## config.mk

```make
export PLATFORM = sky130hd
export DESIGN_NAME = updn_count_param
export DESIGN_NICKNAME = d
export VERILOG_FILES = /design/src/rtl/updn_count_param.sv
export SDC_FILE = /design/constraint.sdc
export NUM_CORES = 1
export LEC_CHECK = 0
export CAP_MARGIN = 20
export CORE_AREA = 2 2 45 47
export CTS_BUF_LIST = sky130_fd_sc_hd__clkbuf_8
export DETAILED_ROUTE_END_ITERATION = 8
export DIE_AREA = 0 0 47 49
export GPL_TIMING_DRIVEN = 0
export PLACE_DENSITY = 0.82
export SLEW_MARGIN = 40
export SYNTH_ARGS = -nofsm -noshare
export SYNTH_HDL_FRONTEND = slang
export SYNTH_SLANG_ARGS = --single-unit
```

## constraint.sdc

```tcl
create_clock -name clk -period 2.92 [get_ports clk]
set_clock_uncertainty 0.15 [all_clocks]
set_input_delay 0.292 -clock clk [delete_from_list [all_inputs] [get_ports clk]]
set_output_delay 0.292 -clock clk [all_outputs]
set_load 0.1 [all_outputs]
```

## src/rtl/updn_count_param.sv

```systemverilog
// -----------------------------------------------------------------------------
// updn_count_param
//
// Parametrised loadable up/down counter. The count spans 0..MAX_VAL and either
// wraps or saturates at the limits. On a wrap, a registered one-cycle pulse is
// raised: carry for an up-wrap, borrow for a down-wrap. Cascade stages can use
// these pulses as their count enable.
//
// Parameters
//   WIDTH    counter width in bits (>= 2)
//   MAX_VAL  top count value (< 2**WIDTH); default is the all-ones value
//   SATURATE 0 = wrap at the limits, 1 = hold at the limits
//
// Ports
//   clk      rising-edge clock
//   clr      asynchronous reset, active low; clears qout/carry/borrow/cmp_hit
//   en       count enable
//   ld       synchronous load of d (clamped to MAX_VAL); has priority over en
//   d        load value
//   up_down  1 = count up, 0 = count down
//   qout     current count (registered)
//   tc       terminal count (combinational, not gated by en)
//   carry    one-cycle pulse after an up-wrap (registered)
//   borrow   one-cycle pulse after a down-wrap (registered)
//   cmp_val  compare value                      (CNT_CMP_EN only)
//   cmp_hit  registered match of qout to cmp_val (CNT_CMP_EN only)
//
// Build option
//   `define CNT_CMP_EN adds the cmp_val/cmp_hit ports and the compare register.
// -----------------------------------------------------------------------------
module updn_count_param #(
   parameter int unsigned WIDTH    = 8,
   parameter int unsigned MAX_VAL  = (2 ** WIDTH) - 1,
   parameter bit          SATURATE = 1'b0
) (
   input  logic             clk,
   input  logic             clr,
   input  logic             en,
   input  logic             ld,
   input  logic [WIDTH-1:0] d,
   input  logic             up_down,
   output logic [WIDTH-1:0] qout,
   output logic             tc,
   output logic             carry,
   output logic             borrow
`ifdef CNT_CMP_EN
   ,
   input  logic [WIDTH-1:0] cmp_val,
   output logic             cmp_hit
`endif
);

   localparam logic [WIDTH-1:0] MAX_Q = WIDTH'(MAX_VAL);

   logic [WIDTH-1:0] cnt_q,    cnt_d;
   logic             carry_q,  carry_d;
   logic             borrow_q, borrow_d;

   // Next count and wrap pulses. Priority: load, then count, then hold.
   always_comb begin
      // NOTE: every signal written here gets a default first, so no path
      // leaves it unassigned and no latch is inferred.
      cnt_d    = cnt_q;
      carry_d  = 1'b0;
      borrow_d = 1'b0;

      if (ld) begin
         // Out-of-range load values are clamped so the count never leaves
         // the 0..MAX_VAL window.
         cnt_d = (d > MAX_Q) ? MAX_Q : d;
      end else if (en) begin
         if (up_down) begin
            // >= rather than == keeps the limit check safe for any state.
            if (cnt_q >= MAX_Q) begin
               if (!SATURATE) begin
                  cnt_d   = '0;
                  carry_d = 1'b1;
               end
            end else begin
               cnt_d = cnt_q + 1'b1;
            end
         end else begin
            if (cnt_q == '0) begin
               if (!SATURATE) begin
                  cnt_d    = MAX_Q;
                  borrow_d = 1'b1;
               end
            end else begin
               cnt_d = cnt_q - 1'b1;
            end
         end
      end
   end

   always_ff @(posedge clk or negedge clr) begin
      if (!clr) begin
         cnt_q    <= '0;
         carry_q  <= 1'b0;
         borrow_q <= 1'b0;
      end else begin
         // NOTE: non-blocking assignments, so every flop updates from the
         // pre-edge values and the order of these lines does not matter.
         cnt_q    <= cnt_d;
         carry_q  <= carry_d;
         borrow_q <= borrow_d;
      end
   end

   assign qout   = cnt_q;
   assign carry  = carry_q;
   assign borrow = borrow_q;

   // Terminal count looks at the current direction, so reversing up_down
   // moves tc to the other limit within the same cycle.
   assign tc = up_down ? (cnt_q == MAX_Q) : (cnt_q == '0);

`ifdef CNT_CMP_EN
   logic cmp_hit_q, cmp_hit_d;

   // Compare against the next count so the flag lines up with qout in the
   // cycle that value is visible, including after loads and hold edges.
   always_comb begin
      cmp_hit_d = (cnt_d == cmp_val);
   end

   always_ff @(posedge clk or negedge clr) begin
      if (!clr) begin
         cmp_hit_q <= 1'b0;
      end else begin
         cmp_hit_q <= cmp_hit_d;
      end
   end

   assign cmp_hit = cmp_hit_q;
`endif

endmodule

```

---- Yosys cells after proc, flatten, opt, wreduce, memory -nomap -nowiden ----
Cells that the tools add are included.
operators by class
  equal/unequal tests ..................... 1
  mux-type cells .......................... 15
  reduce and logical (&&, ||, !) cells .... 2
  order comparisons ....................... 2
  add/sub/neg operators ................... 2
operators by type and width
  operator                                              count
  two-way mux 8 bit                                     6
  two-way mux 1 bit                                     9
  adder 8 x 1 -> 8 bit, second input constant           1
  == test 8 bit, second input constant                  1
  >= comparator 8 bit, second input constant            1
  greater-than comparator 8 bit, second input constant  1
  logical NOT 8 bit                                     1
  subtractor 8 x 1 -> 8 bit, second input constant      1
  nonzero test 2 bit                                    1
word-level totals
  logic and storage cells ................. 25
  flip-flop bits (word level) ............. 10
  output and inout bits ................... 11

---- Logic depth before layout (Yosys ltp) ----
Gate-level depths: netlist of the first run.
  depth in word-level cells ............... 5
  gate-level depth with buffers ........... 7
  gate-level depth less buffers ........... 6

---- Least setup slack after synthesis of the first run ----
No wires, ideal clock.
  kind .................................... reg-to-output
  start ................................... register cnt_q[0], in the netlist qout[0]
  end ..................................... output tc
  stages on the path, launching flop included .. 7
  slack ................................... -81 ps
  arrival time ............................ 2559 ps
  path through ............................ dfrtp_1 -> inv_1 -> ha_1 -> or4b_4 -> buf_6 -> nand3b_1 -> nand2_1
on the way
  word-level cells in the longest chain between the ends .. 2
  elaborated cells between the ends (all ways) .. 3
ends and longest elaborated chain
  item                                                       RTL line  RTL
  from (decl)                                                55        logic [WIDTH-1:0] cnt_q, cnt_d;
  from (signal assigned)                                     103       cnt_q <= cnt_d;
  == test 8 bit / logical NOT 8 bit (equally long branches)  115       assign tc = up_down ? (cnt_q == MAX_Q) : (cnt_q == '0);
  two-way mux 1 bit (*)                                      115
  to (decl)                                                  43        output logic tc,
Every way passes the cells marked *; elsewhere a longest branch is shown, timed or not.

---- Worst setup path in the final report of the first run ----
Same ends and word-level chain as after synthesis.

==> metrics.txt, run 1 <==
Rows 16; initial antenna violation count 0; Min-Delay Path Class primary input to register; detailed placement HPWL 1.72 mm; final setup vio count 0; Syn Nets 124; wire per inst 14.1 um; P per Cell Area 526 nW/um^2; Final ANT Viol Nets 0; n_diodes 0; Synth Register Bits 10; RSZ-0062 raised after global routing false; met2 Use GR 36.3%; Syn-to-layout area delta 28.4%; Root Buffer clkbuf_8; post-CTS setup repair buffer count 0; CTS Buf Count 3; Worst setup EP type output port; drt initial violations 24; Ports 24; largest net degree at the start of global routing 11; Worst EP required 2.48 ns; Buffers on Ports 22; # fillers 177; Initial Util 49.0%; Clock Path Buffers 2; final worst path period need 2.69 ns; worst setup path category register to output port; DRC 0; number of global-route vias before repair 860; H-Tree Depth 1; P_leak 0.514 nW; post-synthesis instance total 108; nets@finish 151; post-cts repair resize count 0; synth warn 0; hold_buf cts 0; first-pass GRT wire length 3.92 mm; period utilization 92.2%; gr busiest metal met2; actual slew at the worst max-slew pin 0.480 ns; DP Worst Slack 0.476 ns; Worst Path Max Fanout 8; Post-Route WL 2.26 mm; core footprint 1840 sq um; total global-route track usage 23.3%; total power 0.000610 W; ratio of cells with drive above 1 in the final layout 22.4%; GPL Wtd Cong 0.909; Max-Cap Viols 0; fmax 371 MHz; Max rail drop VDD 0.284 mV; Worst setup SP type register; max-slew violations 0; Die X-Extent 47 um; die area 2300 sq um; Avg Inst Size Synth 8.35 sq um; status completed; number of vias per cell 5.70; met3 Resource Use GR 3.70%; GR Overflow Total 0; sequential share of the synthesized area 27.7%; Relative slew margins 67.9%; final hold viol count 0; Die H 49 um; clock-pin slew on the worst setup and hold paths 0.05 ns; CTS tree done; Vias 918; final setup margin 0.227 ns; synth unique cells 42; crit path DAT 2.25 ns; clock latency at the later pin of the worst-skew pair 0.24 ns; M1 GR Usage 30.5%; clk sink count 10; DR pass1 iterations 4; Synth Cell Area 902 sq um
worst max-delay path, cell delays in order (launching register included):
cell      delay (ns)
dfrtp_1         0.45
inv_1           0.13
ha_1            0.15
or4b_4          0.45
buf_6           0.14
nand3b_1        0.18
nand2_2         0.08
buf_2           0.42
cell families after synthesis:
logic type               synth area share (%)
multiplexers                             2.36
AND/OR/NAND/NOR                          28.6
buffers and inverters                    13.6
XOR/XNOR                                 1.94
adder cells (fa/ha/maj)                  4.16
AO/OA/AOI/OAI                            21.6
flip-flops                               27.7
cells in the mapped netlist (all sizes together):
cell type	instances	area, sq um
a211oi	2	15.0
a21boi	1	7.51
a21oi	5	25.0
a22oi	1	7.51
a311oi	1	8.76
a31oi	2	12.5
a32o	2	20.0
a32oi	1	8.76
and2	1	6.26
and3	3	18.8
and4	2	17.5
buf	7	65.1
clkbuf	2	27.5
dfrtp	10	250
ha	3	37.5
inv	8	30.0
mux2	1	11.3
mux2i	1	10.0
nand2	10	37.5
nand2b	2	12.5
nand3	4	20.0
nand3b	1	7.51
nand4	2	12.5
nor2	7	26.3
nor2b	1	6.26
nor3	6	35.0
nor3b	1	7.51
nor4	1	6.26
o21ai	7	35.0
o22ai	1	6.26
o311ai	2	17.5
o31ai	2	15.0
o41ai	1	16.3
or3	3	20.0
or4b	2	23.8
xnor2	2	17.5
metrics by stage:
stage | cell area, sq um | TNS [ns] | instances | hold slack, ns | utilization, %
2_1_floorplan | 905 | 0 | 108 | -0.154 | -
3_3_place_gp | 1160 | -0.204 | 157 | 0.416 | 62.9
3_5_place_dp | 1100 | 0 | 157 | 0.416 | 59.9
4_1_cts | 1160 | 0 | 161 | 0.166 | 62.9
5_1_grt | 1160 | 0 | 161 | 0.171 | 62.9
6_report | 1160 | 0 | 161 | 0.166 | 62.9
report_power, final:
group	total [W]	leakage [nW]	internal (W)	switching, W
Clock	0.000177	0.0288	0.000119	0.0000584
Combinational	0.000262	0.361	0.0000818	0.000181
Sequential	0.000170	0.124	0.000152	0.0000186
flip-flops by register name, indices dropped and copies added, names as in the netlist:
name,count
qout,8
borrow,1
carry,1
cell type report:
| cell class | instances | area [sq um] | share of cell area (%) |
|---|---|---|---|
| inverter | 8 | 30.0 | 2.59 |
| timing repair buffer | 22 | 165 | 14.3 |
| sequential | 10 | 250 | 21.6 |
| multi-input combinational | 81 | 532 | 45.9 |
| clock buffer | 4 | 55.1 | 4.75 |
| buffer | 9 | 92.6 | 7.99 |
| tap | 27 | 33.8 | 2.92 |
layout by cell type (no fill, tap or decap), types with 3 or more instances in the layout:
cell type        instances
nand2_1                  9
nor2_1                   7
buf_2                   12
inv_1                    8
o21ai_0                  5
ha_1                     3
nand3_1                  4
nor3_1                   5
a21oi_1                  5
clkdlybuf4s50_1         11
dfrtp_1                 10
clkbuf_8                 6
and3_1                   3
buf_6                    4
worst paths after layout:
path | cells after the start | start | slack, ns | endpoint
max reg2reg | 7 | qout[0] | 0.81 | qout[2]
max | 7 | qout[0] | 0.23 | tc
min reg2reg | 2 | qout[6] | 0.57 | qout[6]
max in group asynchronous | 1 | clr | 2.06 | qout[2]
min in group asynchronous | 1 | clr | 0.23 | qout[3]
min | 2 | ld | 0.17 | qout[2]
per-layer routing:
metal	part of all wire (%)	wire length, um	vias to the layer above
met1	43	966	415
li1	-	-	450
met3	5.9	133	8
met4	2.8	63	0
met2	49	1100	45
met5	0	0	-
Note: power is estimated with default switching activity, not from simulation.
==> run 2, diff against run 1 <==
- CTS_BUF_LIST: sky130_fd_sc_hd__clkbuf_8 -> sky130_fd_sc_hd__clkbuf_2
==> metrics.txt, run 2 (same netlist as run 1, synthesis figures left out) <==
status completed; Initial Util 49.0%; initial antenna violation count 0; post-cts repair resize count 0; total power 0.000517 W; DRC 0; hold_buf cts 0; die area 2300 sq um; number of global-route vias before repair 840; DR pass1 iterations 4; clock latency at the later pin of the worst-skew pair 0.26 ns; Worst EP required 2.48 ns; Die X-Extent 47 um; crit-path max cell delay 0.48 ns; Post-Route WL 2.30 mm; crit path DAT 2.30 ns; GPL Wtd Cong 0.909; first-pass GRT wire length 3.90 mm; Final ANT Viol Nets 0; largest net degree at the start of global routing 11; worst setup path category register to output port; min-delay src ld; clk sink count 10; Worst setup SP type register; Setup crit start qout[0]; ratio of cells with drive above 1 in the final layout 21.6%; Clock Path Buffers 2; commonest cells after routing, fill and taps aside buf_2, clkdlybuf4s50_1, dfrtp_1; number of flip-flops in the largest register 8; clock-pin slew on the worst setup and hold paths 0.12 ns; Ports 24; Max rail drop VDD 0.270 mV; core footprint 1840 sq um; Worst Path Max Fanout 8; Worst setup EP type output port; n_diodes 0; drt initial violations 33; CTS tree done; final worst path period need 2.74 ns; max-slew violations 0; CP delay by family, top simple AND/OR/NAND/NOR gates; nets@finish 151; RSZ-0062 raised after global routing false; Finished Core Util 60.9%; H-Tree Depth 1; r2r startpoint qout[0]; Min-Delay Path Class primary input to register; Vias 950; worst path bufs/invs 3; period utilization 93.9%; Buffers on Ports 22; Relative slew margins 67.4%; final setup vio count 0; number of vias per cell 5.90; final hold viol count 0; CTS Buf Count 3; P_leak 0.499 nW; GR Overflow Total 0; Root Buffer clkbuf_2; Die H 49 um; # fillers 186; worst path cell trace inv_1 > ha_1 > or4b_4 > buf_6 > nand3b_1 > nand2_2 > buf_2; Syn-to-layout area delta 24.4%; Rows 16; wire per inst 14.3 um; total global-route track usage 23.0%; Max-Cap Viols 0; post-CTS setup repair buffer count 0; actual slew at the worst max-slew pin 0.492 ns; P per Cell Area 461 nW/um^2; fmax 365 MHz; commonest non-fill, non-tap cell in the layout buf_2; detailed placement HPWL 1.72 mm; slowest CP cell dfrtp_1
[run 2: changes by cell type in the layout (fill, tap and decap cells not counted)]
cell      change
clkbuf_8      -4
clkbuf_2      +3
clkinv_1      +1
[run 2: per-stage QoR]
step                      worst slack, ns  TNS [ns]  std cells  area [sq um]  hold slack, ns
final                               0.177         0        161          1120           0.128
after global routing               0.0394         0        161          1120           0.116
after floorplan                     0.163         0        108           905          -0.154
after global placement             -0.204    -0.204        157          1160           0.416
after detailed placement            0.476         0        157          1100           0.416
after CTS                           0.180         0        161          1120           0.137
[run 2: path summary, 6_finish.rpt]
path                           end  slack (ns)  cells after the start
min                        qout[2]        0.13                      2
min in group asynchronous    carry        0.19                      1
max                             tc        0.18                      7
max reg2reg                qout[2]        0.79                      7
max in group asynchronous  qout[4]        2.12                      1
min reg2reg                qout[6]        0.59                      2
[run 2: final cells by class]
| type | instances | area (sq um) | area share (%) |
|---|---|---|---|
| plain buffers | 9 | 92.6 | 8.25 |
| clock buffers | 3 | 15.0 | 1.34 |
| clock inverters | 1 | 3.75 | 0.334 |
| inverters | 8 | 30.0 | 2.68 |
| multi-input cells | 81 | 532 | 47.4 |
| flip-flops and latches | 10 | 250 | 22.3 |
| well taps | 27 | 33.8 | 3.01 |
| repair buffers | 22 | 165 | 14.7 |
[run 2: power breakdown]
group / switching (W) / total [W] / internal (W) / leakage, nW
combinational: 0.000181 / 0.000263 / 0.0000817 / 0.361
sequential: 0.0000193 / 0.000170 / 0.000151 / 0.124
clock: 0.0000548 / 0.0000845 / 0.0000297 / 0.0140
[run 2: routing by layer]
layer	track usage, %	routed length, um	vias to the layer above
li1	-	-	448
met1	31.7	943	439
met2	34.9	1130	55
met3	4.07	178	8
met4	8.80	52	0
met5	0	0	-
==> run 3, diff against run 2 <==
- CTS_CLUSTER_SIZE: unset -> 16
- SKIP_CTS_REPAIR_TIMING: unset -> 1
==> results of run 3 <==
Final layout, timing and power as in run 2 (identical DEF).
==> patch, RTL diff (flow settings as in run 2) <==
Build with the macro `CNT_CMP_EN` defined.
--- a/src/rtl/updn_count_param.sv
+++ b/src/rtl/updn_count_param.sv
@@ -28,6 +28,8 @@
 // Build option
 //   `define CNT_CMP_EN adds the cmp_val/cmp_hit ports and the compare register.
 // -----------------------------------------------------------------------------
+`define CNT_CMP_EN
+
 module updn_count_param #(
    parameter int unsigned WIDTH    = 8,
    parameter int unsigned MAX_VAL  = (2 ** WIDTH) - 1,
Ports: changed (added cmp_hit and cmp_val); port bits go from 24 to 33. No check against the original RTL was run, so the function may have changed too.
==> patch against run 2 <==
Count of clock-buffer cells in the layout rose by 1. Sequential cell count rose by 1. Worst setup slack got worse by 0.060 ns. Cell area rose by 36%. Sequential share of layout area fell by 3.8 points. Synthesized area rose by 31%. Power rose by 26%. Global-route usage rose by 11 points. Synthesized cell count rose by 33%. Critical path type is now reg -> reg. Fmax fell by 2.2%. Routed wire length rose by 63%.
==> patch: results (changes against run 2) <==
Run status
  – Status: finished, final reports clean

Yosys
  – Commonest cells post-synth: 11 x dfrtp_1, 11 x nand2_1, 9 x a21oi_1, 9 x o21ai_0, 8 x inv_1
  – Post-synthesis async set-or-reset flop share: 100% (unchanged)
  – Sequential share of the synthesized area: 23.3% (-4.5 points)
  – Syn Nets: 168 (+35%)
  – YS warnings: 0 (unchanged)
  – Largest cells by area after synthesis: dfrtp_1 23%, a21oi_1 3.8%, o21ai_0 3.8%
  – Distinct cells, synth: 53 (+26%)
  – Number of flops mapped to enable cells by yosys: 0 (unchanged)

Hold path
  – HP Class: in -> async

Cells and area
  – # fillers: 132 (-29%)
  – Ratio of cells with drive above 1 in the final layout: 22.9% (+1.3 points)
  – Final nets: 204 (+35%)
  – Ant. Diodes: 0 (unchanged)

Setup path
  – CP max-delay cell: dfrtp_4
  – CP Data Arrival Time: 2.84 ns (+0.54 ns)
  – CP delay by family, top: compound AO/OA/AOI/OAI gates
  – Max Fanout on Critical Path: 10 (+2)
  – Critical Path Max Stage Delay: 0.56 ns (+0.08 ns)

Clock tree
  – Reg clk slew, reported paths: 0.14 ns (+0.02 ns)
  – H-tree depth: 1 (unchanged)
  – Clock buffer depth: 2 (unchanged)

Detailed routing
  – Routed len/inst: 18.2 um (+27%)
  – Initial DRC count: 96 (+190%)
  – Via count: 1,362 (+43%)
  – Initial DRT Pass Iterations: 4 (unchanged)

Placed design
  – PortBufs: 32 (+45%)
  – Post-DP HPWL: 2.64 mm (+54%)
  – Gp weighted congestion: 0.898 (-1.3%)

Power
  – Leakage: 0.622 nW (+25%)
  – Peak supply drop: 0.309 mV (+14%)
  – Internal power: 0.320 mW (+22%)

GRT
  – Vias in the first global route: 1,264 (+50%)
  – Largest net degree at the start of global routing: 12 (+1)
  – First-pass GRT wire length: 5.69 mm (+46%)
  – GR Util All Layers: 33.6% (+11 points)

Timing
  – Rel. slew slack: 61.1% (-6.4 points)
==> patch: power groups by stage <==
stage	clock network, mW	logic, mW	registers [mW]
global placement	0	0.349	0.194
global route	0.101	0.379	0.199
CTS	0.0955	0.347	0.191
floorplan	0	0.157	0.291
finish	0.0979	0.357	0.196
detailed placement	0	0.345	0.194
==> patch: final timing paths <==
| kind | startpoint | to | slack, ns | cells after the start |
|---|---|---|---|---|
| worst max-delay path | qout[0] | cmp_hit | 0.12 | 7 |
| worst min-delay path | clr | qout[7] | 0.22 | 1 |
| worst max register to register | qout[0] | cmp_hit | 0.12 | 7 |
| worst min register to register | qout[5] | carry | 0.66 | 1 |
| max in group asynchronous | clr | qout[0] | 1.96 | 1 |
| min in group clk | d[0] | qout[0] | 0.44 | 3 |
==> patch: layout make-up <==
class / instances / area share (%)
inverter: 8 / 1.97
clock buffer: 4 / 1.32
timing repair buffer: 32 / 17.1
multi-input combinational: 116 / 56.0
buffer: 8 / 2.88
tap: 27 / 2.22
sequential: 11 / 18.5
==> patch: logic make-up (layout without fill, tap and decap cells) <==
kind of cell               after synthesis  count (layout)  synth area share [%]
DFF                                     11              11                  23.3
muxes                                    2               2                  1.90
and+or+nand+nor                         56              56                  30.1
adders and majority gates                3               3                  3.17
AOI/OAI and AO/OA                       47              47                  29.0
xor gates and xnor gates                 8               8                  5.92
buffers and inverters                   17              52                  6.66
==> patch: repair_timing <==
| action | 4_1_cts | 5_1_grt |
|---|---|---|
| buffers inserted | 0 | 0 |
| endpoints found under the setup margin | 0 | 1 |
| gates resized for setup | 0 | 4 |
| hold endpoints to repair | 0 | 0 |
==> patch: through the flow <==
step	setup slack, ns	TNS [ns]	area (um^2)	cells
floorplan	0.0133	0	1190	144
global placement	-0.149	-0.149	1550	203
detailed placement	0.0691	0	1490	203
CTS	0.0617	0	1510	207
global route	0.0543	0	1520	206
finish	0.116	0	1520	206
==> patch: layer usage <==
metal | share of wire [%] | vias up | global-route usage, %
li1 | - | 630 | -
met4 | 1.5 | 0 | 11.1
met2 | 49 | 93 | 54.3
met3 | 11 | 10 | 7.78
met5 | 0 | - | 0
met1 | 39 | 629 | 42.7
==> patch: worst register-to-register path, stage by stage (launching register included) <==
cell	delay [ns]
dfrtp_4	0.56
ha_1	0.31
nand4_1	0.23
o21ai_1	0.21
o311a_1	0.42
o41ai_2	0.36
o221ai_1	0.21
nor4b_2	0.28
